<file path="config.mk">
export PLATFORM = sky130hd
export DESIGN_NAME = or_reduce_pipe
export DESIGN_NICKNAME = d
export VERILOG_FILES = /design/src/rtl/or_reduce_pipe.sv
export SDC_FILE = /design/constraint.sdc
export NUM_CORES = 1
export LEC_CHECK = 0
export ABC_CLOCK_PERIOD_IN_PS = 1200
export CAP_MARGIN = 20
export CORE_MARGIN = 8
export CORE_UTILIZATION = 40
export CTS_BUF_LIST = sky130_fd_sc_hd__clkbuf_8 sky130_fd_sc_hd__clkbuf_16
export DETAILED_ROUTE_END_ITERATION = 8
export HOLD_SLACK_MARGIN = 0.1
export PLACE_DENSITY = 0.71
export SKIP_CTS_REPAIR_TIMING = 1
export SLEW_MARGIN = 0
export SYNTH_ARGS = -nofsm -noshare
export SYNTH_HDL_FRONTEND = slang
export SYNTH_SLANG_ARGS = --single-unit
export TNS_END_PERCENT = 100
</file>
<file path="constraint.sdc">
create_clock -name clk -period 1.2 [get_ports clk]
set_input_delay 0.24 -clock clk [delete_from_list [all_inputs] [get_ports clk]]
set_output_delay 0.24 -clock clk [all_outputs]
set_load 0.05 [all_outputs]
</file>
<file path="src/rtl/or_reduce_pipe.sv">
// rtl/or_reduce_pipe.sv - pipelined N-input OR with inversion mask, edge detect, sticky flag and rise counter
//
// Parameters:
//   WIDTH    number of inputs (1..64)
//   INV_MASK bit i = 1 inverts din[i] before the OR
//   GROUP    fan-in per tree node per pipeline stage (2..8)
//   CNT_W    width of rise_cnt
// Ports:
//   clk      rising-edge clock
//   reset_n  asynchronous active-low reset
//   en       din is a valid sample this cycle
//   din      raw inputs
//   clr      synchronous clear of sticky and rise_cnt
//   o        registered OR result of the last valid sample
//   o_valid  one-cycle pulse, o updated this cycle
//   rise     one-cycle pulse, o went 0->1 on this update
//   sticky   set on any valid result of 1, held until clr
//   rise_cnt saturating count of rise pulses
module or_reduce_pipe #(
    parameter int               WIDTH    = 5,
    parameter logic [WIDTH-1:0] INV_MASK = WIDTH'(5'b01111),
    parameter int               GROUP    = 4,
    parameter int               CNT_W    = 8
) (
    input  logic             clk,
    input  logic             reset_n,
    input  logic             en,
    input  logic [WIDTH-1:0] din,
    input  logic             clr,
    output logic             o,
    output logic             o_valid,
    output logic             rise,
    output logic             sticky,
    output logic [CNT_W-1:0] rise_cnt
);

    // Number of tree stages: smallest L >= 1 with GROUP^L >= WIDTH.
    function automatic int calc_depth(input int w, input int g);
        int     d;
        longint p;
        d = 1;
        p = g;
        while (p < w) begin
            p = p * g;
            d = d + 1;
        end
        return d;
    endfunction

    // Node count after k stages of GROUP-way reduction.
    function automatic int stage_w(input int w, input int g, input int k);
        int n;
        n = w;
        for (int i = 0; i < k; i++) begin
            n = (n + g - 1) / g;
        end
        return n;
    endfunction

    localparam int L = calc_depth(WIDTH, GROUP);

    logic [WIDTH-1:0] x;
    assign x = din ^ INV_MASK;

    for (genvar k = 1; k <= L; k++) begin : g_stage
        localparam int NI = stage_w(WIDTH, GROUP, k - 1);
        localparam int NO = stage_w(WIDTH, GROUP, k);

        logic [NI-1:0]       src;
        logic [NO*GROUP-1:0] pad;
        logic [NO-1:0]       stage_d;
        logic [NO-1:0]       stage_q;

        if (k == 1) begin : g_first
            assign src = x;
        end else begin : g_next
            assign src = g_stage[k-1].stage_q;
        end

        // Zero padding makes the trailing partial group a plain OR of fewer bits.
        always_comb begin
            pad         = '0;
            pad[NI-1:0] = src;
        end

        always_comb begin
            stage_d = '0;
            for (int j = 0; j < NO; j++) begin
                stage_d[j] = |pad[j*GROUP +: GROUP];
            end
        end

        always_ff @(posedge clk or negedge reset_n) begin
            if (!reset_n) begin
                stage_q <= '0;
            end else begin
                stage_q <= stage_d;
            end
        end
    end

    logic tree_out;
    assign tree_out = g_stage[L].stage_q[0];

    // Valid bit for each tree stage; bit L-1 marks the sample leaving the tree.
    logic [L-1:0] vld_d, vld_q;

    always_comb begin
        vld_d    = vld_q << 1;
        vld_d[0] = en;
    end

    always_ff @(posedge clk or negedge reset_n) begin
        if (!reset_n) begin
            vld_q <= '0;
        end else begin
            vld_q <= vld_d;
        end
    end

    logic             tree_vld;
    logic             o_d, o_q;
    logic             o_valid_d, o_valid_q;
    logic             rise_d, rise_q;
    logic             sticky_d, sticky_q;
    logic [CNT_W-1:0] cnt_base;
    logic [CNT_W-1:0] cnt_d, cnt_q;

    assign tree_vld = vld_q[L-1];

    always_comb begin
        o_valid_d = tree_vld;
        o_d       = tree_vld ? tree_out : o_q;
        rise_d    = tree_vld & tree_out & ~o_q;
        // A new 1 result wins over a simultaneous clr.
        sticky_d  = (sticky_q & ~clr) | (tree_vld & tree_out);
        // clr zeroes the base first, so clr with a rise lands on 1.
        cnt_base  = clr ? '0 : cnt_q;
        cnt_d     = cnt_base;
        if (rise_d && (cnt_base != {CNT_W{1'b1}})) begin
            cnt_d = cnt_base + CNT_W'(1);
        end
    end

    always_ff @(posedge clk or negedge reset_n) begin
        if (!reset_n) begin
            o_q       <= 1'b0;
            o_valid_q <= 1'b0;
            rise_q    <= 1'b0;
            sticky_q  <= 1'b0;
            cnt_q     <= '0;
        end else begin
            o_q       <= o_d;
            o_valid_q <= o_valid_d;
            rise_q    <= rise_d;
            sticky_q  <= sticky_d;
            cnt_q     <= cnt_d;
        end
    end

    assign o        = o_q;
    assign o_valid  = o_valid_q;
    assign rise     = rise_q;
    assign sticky   = sticky_q;
    assign rise_cnt = cnt_q;

endmodule
</file>
Yosys cells after proc, flatten, opt, wreduce, memory -nomap -nowiden
Index checks and enable logic that the tools add are counted.
- multiplexer cells: 2
- bitwise operators: 7
- eq/ne operators: 1
- reductions and logical operators: 3
- add/subtract/negate cells: 1
- operators with widths (cell ; count):
    $mux W8 ; 2
    $add A8 B1 Y8 const B ; 1
    $ne A8 B8 Y1 const B ; 1
    $not A4 Y4 ; 1
    $reduce_or A4 Y1 ; 1
    $and A1 B1 Y1 ; 3
    $not A1 Y1 ; 2
    $reduce_or A2 Y1 ; 1
    $logic_and A1 B1 Y1 ; 1
    $or A1 B1 Y1 ; 1
- register bits after elaboration: 17
- input port bits: 9
- logic and storage cells: 22

Logic depth before layout (Yosys ltp)
Gate-level depths: netlist of the first run.
- depth after elaboration: 4
- mapped depth: 5

Worst setup path before layout of the first run
No wires, ideal clock.
- kind: flip-flop to flip-flop
- from: reg cnt_q[2], in the netlist rise_cnt[2]
- to: reg cnt_q[5], in the netlist rise_cnt[5]
- cell stages (with the launch flop): 5
- path buffers: 1
- path slack: -267 ps
- arrival time: 1371 ps
- required time: 1104 ps
- path through: dfrtp_1 and4_1 buf_6 a31oi_1 a311oi_2
- word-level cells in the longest chain between the ends: 4
- elaborated cells between the ends (all ways): 5
- those cells by class: 1 x add/sub; 1 x eq/ne; 2 x mux; 1 x reduce/logical
- RTL lines (element ; RTL line ; source):
    from (decl) ; 127 ; logic [CNT_W-1:0] cnt_d, cnt_q;
    from (signal assigned) ; 157 ; cnt_q <= cnt_d;
    $mux W8 (*) ; 138 ; cnt_base = clr ? '0 : cnt_q;
    parallel branches: the longest is 2 deep, another holds $add A8 B1 Y8 ; n/a ;
    $mux W8 (*) ; 140 ; if (rise_d && (cnt_base != {CNT_W{1'b1}})) begin
    named net cnt_d[5] ; 127 ;
Mark *: on every way through the listed nets, which the timed path passes.
A chain may end at the register's enable or synchronous reset.

Worst setup path after layout of the first run
- from: reg cnt_q[2], in the netlist rise_cnt[2]
- to: out rise_cnt[2]
- RTL lines (element ; RTL line ; source):
    to (decl) ; 34 ; output logic [CNT_W-1:0] rise_cnt
No word-level cell between the ends.

==> results of run 1 <==
-- cells in the mapped netlist (all sizes together) --
library cell | n | share of area, %
nand2 | 2 | 1.0
a41oi | 1 | 1.2
inv | 3 | 1.5
a31oi | 3 | 2.5
nand3 | 1 | 0.67
o211ai | 1 | 1.0
a211oi | 2 | 3.3
a311oi | 3 | 5.2
nand2b | 2 | 1.7
or2 | 1 | 0.83
nor2 | 3 | 1.5
o21ai | 2 | 1.3
dfrtp | 17 | 57
buf | 3 | 3.5
nand3b | 3 | 6.3
nor2b | 1 | 0.83
and4 | 2 | 2.5
and2 | 4 | 3.7
or2b | 1 | 1.0
a21oi | 3 | 2.0
and3 | 1 | 1.0
nand4 | 1 | 0.83
-- metrics by stage --
step	TNS, ns	power [W]	instances
6_report	0	0.00123	118
5_1_grt	-0.00147	0.00129	118
4_1_cts	-0.0655	0.00124	118
3_5_place_dp	-0.676	0.000836	114
3_3_place_gp	-0.501	0.000833	114
2_1_floorplan	-0.486	0.000705	60
-- sequential cells by signal, indices dropped and copies added (netlist names) --
register / cells
vld_q: 2
o_valid: 1
o: 1
sticky: 1
rise: 1
g_stage.stage_q: 3
rise_cnt: 8
-- cell families after synthesis --
family	count (synthesis)	share of synthesized area (%)
AND/OR/NAND/NOR	22	21.8
AO/OA/AOI/OAI	15	16.5
buffers and inverters	6	5.00
flip-flops	17	56.7
-- per-layer routing --
metal / routed length [um] / GRT usage (%) / vias up
li1: - / - / 284
met1: 687 / 11.4 / 281
met2: 756 / 15.7 / 22
met3: 117 / 4.12 / 2
met4: 8 / 5.80 / 0
met5: 0 / 0 / -
-- cell type report --
class	instances	area, um2
well taps	25	31.3
clock buffers	3	41.3
repair buffers	32	435
inverters	3	16.3
clock inverters	1	3.75
flip-flops and latches	17	437
multi-input cells	37	290
fillers	123	490
-- where the power goes --
| group | internal, W | leakage (nW) | switching (W) | total, W |
|---|---|---|---|---|
| combinational | 0.000114 | 0.336 | 0.000105 | 0.000219 |
| sequential | 0.000595 | 0.196 | 0.0000163 | 0.000612 |
| clock | 0.000226 | 0.0269 | 0.000172 | 0.000398 |
| total | 0.000936 | 0.559 | 0.000293 | 0.00123 |
-- worst max-delay path by stage --
stage / start / cells after the start / slack [ns] / to
after global placement: clr / 4 / -0.12 / rise_cnt[0]
after CTS: rise_cnt[3] / 3 / -0.06 / rise_cnt[6]
after detailed placement: clr / 4 / -0.15 / rise_cnt[0]
after global routing: rise_cnt[0] / 2 / -0.0009 / rise_cnt[0]
after floorplan: rise_cnt[3] / 4 / -0.09 / rise_cnt[5]
final: rise_cnt[2] / 2 / 0.02 / rise_cnt[2]
==> impl_metrics.ini, run 1 <==
[final_layout]
syn_to_final_growth_pct = 67.2
n_antenna_cell = 0
drive_above_1_share_pct = 51.6
final_nets = 103
final_core_util_pct = 71.9
mostFrequentLayoutCells = 12 x buf_12, 9 x dfrtp_2, 8 x dfrtp_1
final_area_mm2 = 0.00125
final_common_cell = buf_12

[clock_network]
cts_buffers = 3
cts.path.max_buffers = 2
path_clk_slew_ns = 0.06
clock_sinks = 17
cts_tree = done
insertion_delay_ns = 0.24
htreeDepth = 1
cts-root-buf = clkbuf_8

[setup_path]
worstPathArrival_ns = 0.94
slowest_delay_ns = 0.40
rrSetupSlack_ns = 0.02
cp_top_family = flip-flops
crit_slowest_cell = dfrtp_2
cp_data_required_time_ns = 0.96
cp_cell_sequence = buf_4 > buf_12
end_kind = primary output
criticalPathCategory = flop to primary output
worst_r2r_endpoint = rise_cnt[6]
worst-path-buf-inv = 2
r2r_cells = 4
cp-start-kind = flop
rr_startpoint = o
critPathMaxFanout = 4

[detailed_routing]
vias_per_cell = 4.99
drcViolationCount = 0
dr.pass1.iters = 4
post_drt_wl_per_cell_um = 13.3
ant_nets = 0
vias = 589
routed_wl_mm = 1.57
drtIter0Drc = 17

[power]
power_density_mw_per_mm2 = 979
peakVddDrop_mv = 0.785
p_leak_nw = 0.559

[sta]
hold_ws_ns = 0.317
final-setup-viol-count = 0
timing.final.crit_share_pct = 98.3
fmax_ghz = 0.847
slew_headroom_pct = 84.0
worst_pin_slew_ns = 0.241
clock_skew_ns = 0.00163
rsz0062_at_grt = true
fin_ws_ns = 0.0199
fin_crit_ns = 1.18
slew_viol_final = 0
hold_violations = 0

[placed_design]
dp_hpwl_mm = 1.24
place_ws_ns = -0.153
port_buffers = 20
post_dp_cell_area_mm2 = 0.00118
gp_congestion = 0.788

[outcome]
status = completed

[floorplan]
die_h_um = 59.3
dieArea_mm2 = 0.00352
fp.dieW_um = 59.3
rows = 15
io-pin-count = 21
start_util_pct = 43.0
core-area_mm2 = 0.00175

[logic_synthesis]
ys_ff_latch = 17
synthCells = 60
yosys.cell_types.count = 28
ys_warn_count = 0
postSynthAreaPerCell_um2 = 12.5
syn_area_um2 = 751
syn_nets = 69
seq_area_frac_synth_pct = 56.7

[global_routing]
grt_pass1_wl_mm = 2.72
grt-ovfl-total = 0
grt_usage_pct = 10.1
grt_pass1_vias = 632
grt_max_degree = 18
antenna_found_initial = 0

[job]
maxCapViolCount = 0

[min_path]
hp-class = primary input to async pin
Note: power is estimated with default switching activity, not from simulation.
==> inputs of run 2 (changes only) <==
Settings changed: ABC_CLOCK_PERIOD_IN_PS 1200 to unset.
==> results of run 2 <==
Same layout as run 1: the final DEF is identical, and so are final timing and power.
